File: src/rtl/enemy_spawn_if.sv
// Spawn handshake between the scheduler (master) and the enemy datapath (slave).
// spawn_req is held with a stable spawn_idx until the slave returns spawn_ack.
interface enemy_spawn_if #(
   parameter int unsigned IDX_W = 2
);
   logic             spawn_req;
   logic [IDX_W-1:0] spawn_idx;
   logic             spawn_ack;

   modport master (
      output spawn_req,
      output spawn_idx,
      input  spawn_ack
   );

   modport slave (
      input  spawn_req,
      input  spawn_idx,
      output spawn_ack
   );
endinterface

File: src/rtl/enemy_spawn_scheduler.sv
// Enemy spawn scheduler: waits a PRBS-derived number of frames, picks a free enemy slot
// (biased by the PRBS slot field), requests the spawn over a req/ack handshake and tracks
// which slots are alive.
// Optional build macro SPAWN_RAMP_EN: the loaded delay is shifted right by a ramp that
// grows by one every 8 completed spawns (cap 3), restarting whenever the scheduler idles.
module enemy_spawn_scheduler #(
   parameter int unsigned SPAWN_COUNTER_SIZE = 8,
   parameter int unsigned NBR_ENEMIES        = 4,
   parameter int unsigned MIN_DELAY          = 8,
   parameter int unsigned IDX_W              = 2
) (
   input  logic                                   clk,
   input  logic                                   rst_n,
   input  logic                                   pixel_0_line_0,
   input  logic                                   game_en,
   input  logic [SPAWN_COUNTER_SIZE+NBR_ENEMIES-1:0] prbs_val,
   input  logic [NBR_ENEMIES-1:0]                 enemy_killed,
   enemy_spawn_if.master                          spawn,
   output logic [NBR_ENEMIES-1:0]                 alive_mask,
   output logic [15:0]                            spawn_count
);

   localparam logic [2:0] StIdle     = 3'd0;
   localparam logic [2:0] StCount    = 3'd1;
   localparam logic [2:0] StSearch   = 3'd2;
   localparam logic [2:0] StWaitFree = 3'd3;
   localparam logic [2:0] StReq      = 3'd4;

   localparam logic [SPAWN_COUNTER_SIZE-1:0] MinDelayW = SPAWN_COUNTER_SIZE'(MIN_DELAY);

   logic [2:0]                    state_q, state_d;
   logic [SPAWN_COUNTER_SIZE-1:0] counter_q, counter_d;
   logic                          req_q, req_d;
   logic [IDX_W-1:0]              idx_q, idx_d;
   logic [NBR_ENEMIES-1:0]        alive_q, alive_d;
   logic [15:0]                   count_q, count_d;

   logic [SPAWN_COUNTER_SIZE-1:0] prbs_delay;
   logic [SPAWN_COUNTER_SIZE-1:0] delay_raw;
   logic [SPAWN_COUNTER_SIZE-1:0] load_delay;
   logic [NBR_ENEMIES-1:0]        slot_field;
   logic [NBR_ENEMIES-1:0]        free_slots;
   logic [NBR_ENEMIES-1:0]        pick_src;
   logic [IDX_W-1:0]              pick_idx;
   logic                          ack_fire;

   assign prbs_delay = prbs_val[SPAWN_COUNTER_SIZE-1:0];
   assign slot_field = prbs_val[SPAWN_COUNTER_SIZE+NBR_ENEMIES-1 -: NBR_ENEMIES];
   assign free_slots = ~alive_q;
   // Prefer a free slot the PRBS field points at; otherwise any free slot
   assign pick_src   = ((free_slots & slot_field) != '0) ? (free_slots & slot_field) : free_slots;
   // An ack only counts once the request is actually visible on the bus
   assign ack_fire   = (state_q == StReq) && req_q && spawn.spawn_ack;

`ifdef SPAWN_RAMP_EN
   logic [1:0] ramp_shift_q, ramp_shift_d;
   logic [2:0] ramp_cnt_q, ramp_cnt_d;

   // Ramp bookkeeping: cleared while idle, shift steps once per 8 completed spawns up to 3
   always_comb begin
      ramp_shift_d = ramp_shift_q;
      ramp_cnt_d   = ramp_cnt_q;
      if (state_q == StIdle) begin
         ramp_shift_d = '0;
         ramp_cnt_d   = '0;
      end else if (ack_fire) begin
         ramp_cnt_d = ramp_cnt_q + 3'd1;
         if ((ramp_cnt_q == 3'd7) && (ramp_shift_q != 2'd3)) begin
            ramp_shift_d = ramp_shift_q + 2'd1;
         end
      end
   end

   // Ramp state registers
   always_ff @(posedge clk or negedge rst_n) begin
      if (!rst_n) begin
         ramp_shift_q <= '0;
         ramp_cnt_q   <= '0;
      end else begin
         ramp_shift_q <= ramp_shift_d;
         ramp_cnt_q   <= ramp_cnt_d;
      end
   end

   // The delay loaded on an ack already uses the shift that includes this spawn
   assign delay_raw = prbs_delay >> ramp_shift_d;
`else
   assign delay_raw = prbs_delay;
`endif

   assign load_delay = (delay_raw < MinDelayW) ? MinDelayW : delay_raw;

   // Lowest set bit of the chosen candidate set
   always_comb begin
      pick_idx = '0;
      for (int i = NBR_ENEMIES - 1; i >= 0; i--) begin
         if (pick_src[i]) begin
            pick_idx = IDX_W'(i);
         end
      end
   end

   // Scheduler next-state: delay countdown, slot search and spawn handshake
   always_comb begin
      state_d   = state_q;
      counter_d = counter_q;
      req_d     = req_q;
      idx_d     = idx_q;
      count_d   = count_q;
      alive_d   = alive_q & ~enemy_killed;
      case (state_q)
         StIdle: begin
            if (game_en) begin
               counter_d = load_delay;
               state_d   = StCount;
            end
         end
         StCount: begin
            if (!game_en) begin
               state_d = StIdle;
            end else if (pixel_0_line_0) begin
               if (counter_q == '0) begin
                  state_d = StSearch;
               end else begin
                  counter_d = counter_q - 1'b1;
               end
            end
         end
         StSearch, StWaitFree: begin
            if (!game_en) begin
               state_d = StIdle;
            end else if (free_slots != '0) begin
               idx_d   = pick_idx;
               state_d = StReq;
            end else begin
               state_d = StWaitFree;
            end
         end
         StReq: begin
            // Handshake always completes, even if the game is disabled meanwhile
            if (!req_q) begin
               req_d = 1'b1;
            end else if (ack_fire) begin
               alive_d[idx_q] = 1'b1;
               count_d        = count_q + 16'd1;
               counter_d      = load_delay;
               req_d          = 1'b0;
               state_d        = game_en ? StCount : StIdle;
            end
         end
         default: begin
            state_d = StIdle;
            req_d   = 1'b0;
         end
      endcase
   end

   // Scheduler state registers
   always_ff @(posedge clk or negedge rst_n) begin
      if (!rst_n) begin
         state_q   <= StIdle;
         counter_q <= '0;
         req_q     <= 1'b0;
         idx_q     <= '0;
         alive_q   <= '0;
         count_q   <= '0;
      end else begin
         state_q   <= state_d;
         counter_q <= counter_d;
         req_q     <= req_d;
         idx_q     <= idx_d;
         alive_q   <= alive_d;
         count_q   <= count_d;
      end
   end

   assign spawn.spawn_req = req_q;
   assign spawn.spawn_idx = idx_q;
   assign alive_mask      = alive_q;
   assign spawn_count     = count_q;

endmodule

File: src/flat_wrapper.sv
// flat-port wrapper written by rule: the top's interface ports become plain ports
module enemy_spawn_scheduler_flat 
#(
   parameter int unsigned SPAWN_COUNTER_SIZE = 8,
   parameter int unsigned NBR_ENEMIES        = 4,
   parameter int unsigned MIN_DELAY          = 8,
   parameter int unsigned IDX_W              = 2
)
  (clk, rst_n, pixel_0_line_0, game_en, prbs_val, enemy_killed, alive_mask, spawn_count, spawn_spawn_req, spawn_spawn_idx, spawn_spawn_ack);
  enemy_spawn_if #(.IDX_W(IDX_W)) spawn_i ();
  input  logic clk;
  input  logic rst_n;
  input  logic pixel_0_line_0;
  input  logic game_en;
  input  logic [SPAWN_COUNTER_SIZE+NBR_ENEMIES-1:0] prbs_val;
  input  logic [NBR_ENEMIES-1:0] enemy_killed;
  output logic [NBR_ENEMIES-1:0] alive_mask;
  output logic [15:0] spawn_count;
  output wire logic [$bits(spawn_i.spawn_req)-1:0] spawn_spawn_req;
  output wire logic [$bits(spawn_i.spawn_idx)-1:0] spawn_spawn_idx;
  input wire logic [$bits(spawn_i.spawn_ack)-1:0] spawn_spawn_ack;
  assign spawn_spawn_req = spawn_i.spawn_req;
  assign spawn_spawn_idx = spawn_i.spawn_idx;
  assign spawn_i.spawn_ack = spawn_spawn_ack;
  enemy_spawn_scheduler #(.SPAWN_COUNTER_SIZE(SPAWN_COUNTER_SIZE), .NBR_ENEMIES(NBR_ENEMIES), .MIN_DELAY(MIN_DELAY), .IDX_W(IDX_W)) u_core (.clk(clk), .rst_n(rst_n), .pixel_0_line_0(pixel_0_line_0), .game_en(game_en), .prbs_val(prbs_val), .enemy_killed(enemy_killed), .spawn(spawn_i), .alive_mask(alive_mask), .spawn_count(spawn_count));
endmodule
File: config.mk
export PLATFORM = sky130hd
export DESIGN_NAME = enemy_spawn_scheduler_flat
export DESIGN_NICKNAME = d
export VERILOG_FILES = /design/src/rtl/enemy_spawn_if.sv /design/src/rtl/enemy_spawn_scheduler.sv /design/src/flat_wrapper.sv
export SDC_FILE = /design/constraint.sdc
export NUM_CORES = 1
export LEC_CHECK = 0
export BUFFER_PORTS_ARGS = -buffer_cell sky130_fd_sc_hd__buf_2
export CAP_MARGIN = 20
export CORE_ASPECT_RATIO = 0.6
export CORE_MARGIN = 4
export CORE_UTILIZATION = 25
export DETAILED_ROUTE_END_ITERATION = 12
export PLACE_DENSITY_LB_ADDON = 0.05
export SLEW_MARGIN = 10
export SYNTH_ARGS = -nofsm -noshare
export SYNTH_HDL_FRONTEND = slang
export SYNTH_SLANG_ARGS = --single-unit
File: constraint.sdc
create_clock -name clk -period 4.55 [get_ports clk]
set_input_delay 0 -clock clk [delete_from_list [all_inputs] [get_ports clk]]
set_output_delay 0 -clock clk [all_outputs]
set_load 0.03 [all_outputs]
==> summary.md <==
| Metric | Value |
|---|---|
| Simple-gate share of the synthesized area | `23.80%` |
| Power Dens Cells | `340.9 mW/mm^2` |
| Routed Antenna Nets | `0` |
| # Max-Cap Violations | `0` |
| Worst clock skew | `0.001691 ns` |
| Adder-Cell Fraction of Synth Area | `2.063%` |
| Largest net degree at the start of global routing | `35` |
| WP data arrival | `2.39 ns` |
| Area post-placement | `0.002113 mm^2` |
| Post-DP HPWL | `3738 um` |
| Worst-path maximum fanout | `18` |
| DR WL/cell | `15.00 um` |
| Core Box Area | `0.006878 mm^2` |
| Clk slew on worst S/H paths | `0.05 ns` |
| Depth of the worst register-to-register path | `4` |
| Sequential cell area fraction in the yosys report | `46.77%` |
| Worst Setup End Kind | `register` |
| GP Congestion | `0.8219` |
| Area grow syn2layout | `26.55%` |
| Via count of the first global-routing pass | `1492` |
| DR DRC count | `0` |
| Worst EP required | `4.70 ns` |
| CTS Buf Count | `5` |
| Postcts setup bufs | `0` |
| Share of layout cells above drive strength 1 | `22.36%` |
| Static Leak | `1.107 nW` |
| Most common cell after layout, fill and taps aside | `buf_2` |
| Fin crit share | `49.15%` |
| Ys flop type | `dfrtp_1` |
| Worst hold start | `game_en` |
| Rel. slew slack | `45.81%` |
| Clk sinks | `34` |
| Maximum vdd ir drop | `0.1098 mV` |
| Fill cells | `715` |
| HP Class | `input port to register` |
| H-tree Lvls | `2` |
| Crit path kind | `register to register` |
| Mapped Cells | `188` |
| WL final | `4859 um` |
| Fmax | `447.2 MHz` |
| Mux contribution to synthesized area | `1.651%` |
| RSZ-0062 raised after global routing | `no` |
| All-Layer GR Usage | `11.69%` |
| Reg2reg start | `u_core.state_q[2]` |
| Violation count after the first detailed-route iteration | `74` |
| DRT Pass-1 Iters | `4` |
| Syn nets | `212` |
| Clk_lat worst skew | `0.27 ns` |
| Die Y | `74.08 um` |
| Setup TNS | `0 ns` |
| Final Hold Vio Count | `0` |
| Die footprint | `0.008750 mm^2` |
| Status | `finished, final reports clean` |
| Crit start category | `register` |
| Root buf cell | `clkbuf_16` |
| Asr flop ratio synth | `100.0%` |
| Initial Util | `26.45%` |
| First-pass GRT wire length | `8059 um` |
| I/O Buffers | `43` |
| Unique masters post-synth | `46` |
| #FFs+latches synth | `34` |
| # setup viols final | `0` |
| Number of vias in the routed layout | `1580` |
| Number of synthesized flops with an enable pin | `0` |
| Antenna cells | `0` |
| Slew @ Worst Pin | `0.8054 ns` |
| Commonest cells after routing, fill and taps aside | `buf_2, dfrtp_1, nor2_1` |
| Mapped Avg Cell Area | `9.677 um^2` |
| XOR/XNOR Fraction of Synth Area | `7.221%` |
| Synthesized cell area | `0.001819 mm^2` |
| Fin crit period | `2.236 ns` |
| Vias per cell | `4.877` |
| Largest family of logic cells by synthesized area | `simple AND/OR/NAND/NOR gates` |
| Num rows | `23` |
| Global route overflow | `0` |
| Crit path from | `u_core.state_q[2]` |
| TritonCTS clock tree | `built` |
| Nets | `262` |
| Cell area after layout | `0.002302 mm^2` |
| Pins Over Slew Limit | `0` |
| Initial antenna violation count | `0` |
| CTS Hold Bufs | `5` |
| Die width | `118.1 um` |
| CTS resizes | `0` |
| Hold path cells | `2` |
| Ports | `44` |
| Synth warn | `0` |
| Compound-Gate Fraction of Synth Area | `14.17%` |
| Max Root-Sink Buffers | `2` |
[metal layers]
layer	vias to the layer above	share of wire [%]	global-route usage, %
met4	0	0.39	2.338
met1	742	58	19.55
met2	53	34	13.35
met3	2	7.9	4.103
li1	783	-	-
met5	-	0	0
[synthesized netlist by cell type (2+ instances only)]
library cell,n,area [um^2]
nor2_1,14,52.55
a21oi_1,6,30.03
mux2_4,2,30.03
nor4_1,3,18.77
nand3_1,8,40.04
nand2b_1,3,18.77
xnor2_1,8,70.07
o21ai_0,11,55.05
nor3b_1,5,37.54
o21a_1,2,15.01
and3_1,5,31.28
buf_2,3,15.01
dfrtp_1,34,850.8
nand2_1,13,48.80
nor3_1,6,30.03
inv_1,13,48.80
ha_1,3,37.54
nand4_1,6,37.54
o22ai_1,6,37.54
a2bb2oi_1,2,17.52
xor2_1,7,61.31
o32ai_1,2,17.52
o211ai_1,2,15.01
or4_1,2,15.01
[per-stage QoR]
step           std cells  utilization (%)  setup slack [ns]  hold WS (ns)  total power, mW
2_1_floorplan        188                -             2.677       -0.2956           0.4212
3_3_place_gp         313            30.73             2.331        0.1598           0.4672
3_5_place_dp         313            30.73             2.330        0.1556           0.4615
4_1_cts              324            33.47             2.320      0.003916           0.7966
5_1_grt              324            33.47             2.188      0.007144           0.8263
6_report             324            33.47             2.314      0.006988           0.7848
[state kept, by name, summed over array words and instances, names as in the netlist]
name and count:
u_core.spawn.spawn_idx 2, u_core.counter_q 8, u_core.alive_mask 4, u_core.state_q 3, u_core.spawn_count 16, u_core.spawn.spawn_req 1
[critical path, cell delays in order (launching register included)]
cell and delay [ns]:
dfrtp_1 0.50, or3b_1 0.66, nor3_2 0.28, or2_1 0.34, mux2_4 0.33
[power breakdown]
part / internal, mW / leakage, nW / switching [mW]
registers: 0.323 / 0.452 / 0.0238
logic: 0.0520 / 0.586 / 0.0625
clock network: 0.211 / 0.0688 / 0.113
[path summary, 6_finish.rpt]
| kind | to | slack (ns) |
|---|---|---|
| max in group asynchronous | u_core.spawn_count[12] | 3.68 |
| max | u_core.counter_q[0] | 2.31 |
| max reg2reg | u_core.counter_q[0] | 2.31 |
| min | u_core.state_q[0] | 0.007 |
| min reg2reg | u_core.spawn_count[15] | 0.47 |
| min in group asynchronous | u_core.counter_q[4] | 0.36 |
[cells by family (layout without fill, tap and decap cells)]
kind of cell             after synthesis  count (layout)
flip-flops                            34              34
multiplexers                           2               2
adder cells (fa/ha/maj)                3               3
buffers and inverters                 18              67
AND/OR/NAND/NOR                       77              77
AO/OA/AOI/OAI                         39              39
XOR/XNOR                              15              15
[area by class of cell]
type / count / area, um^2 / area share, %
Multi-Input combinational cell: 136 / 889.6 / 38.64
Sequential cell: 34 / 850.8 / 36.96
Timing Repair Buffer: 48 / 265.3 / 11.52
Clock buffer: 6 / 138.9 / 6.033
Tap cell: 87 / 108.9 / 4.728
Inverter: 13 / 48.80 / 2.120
(Power assumes the default switching activity.)
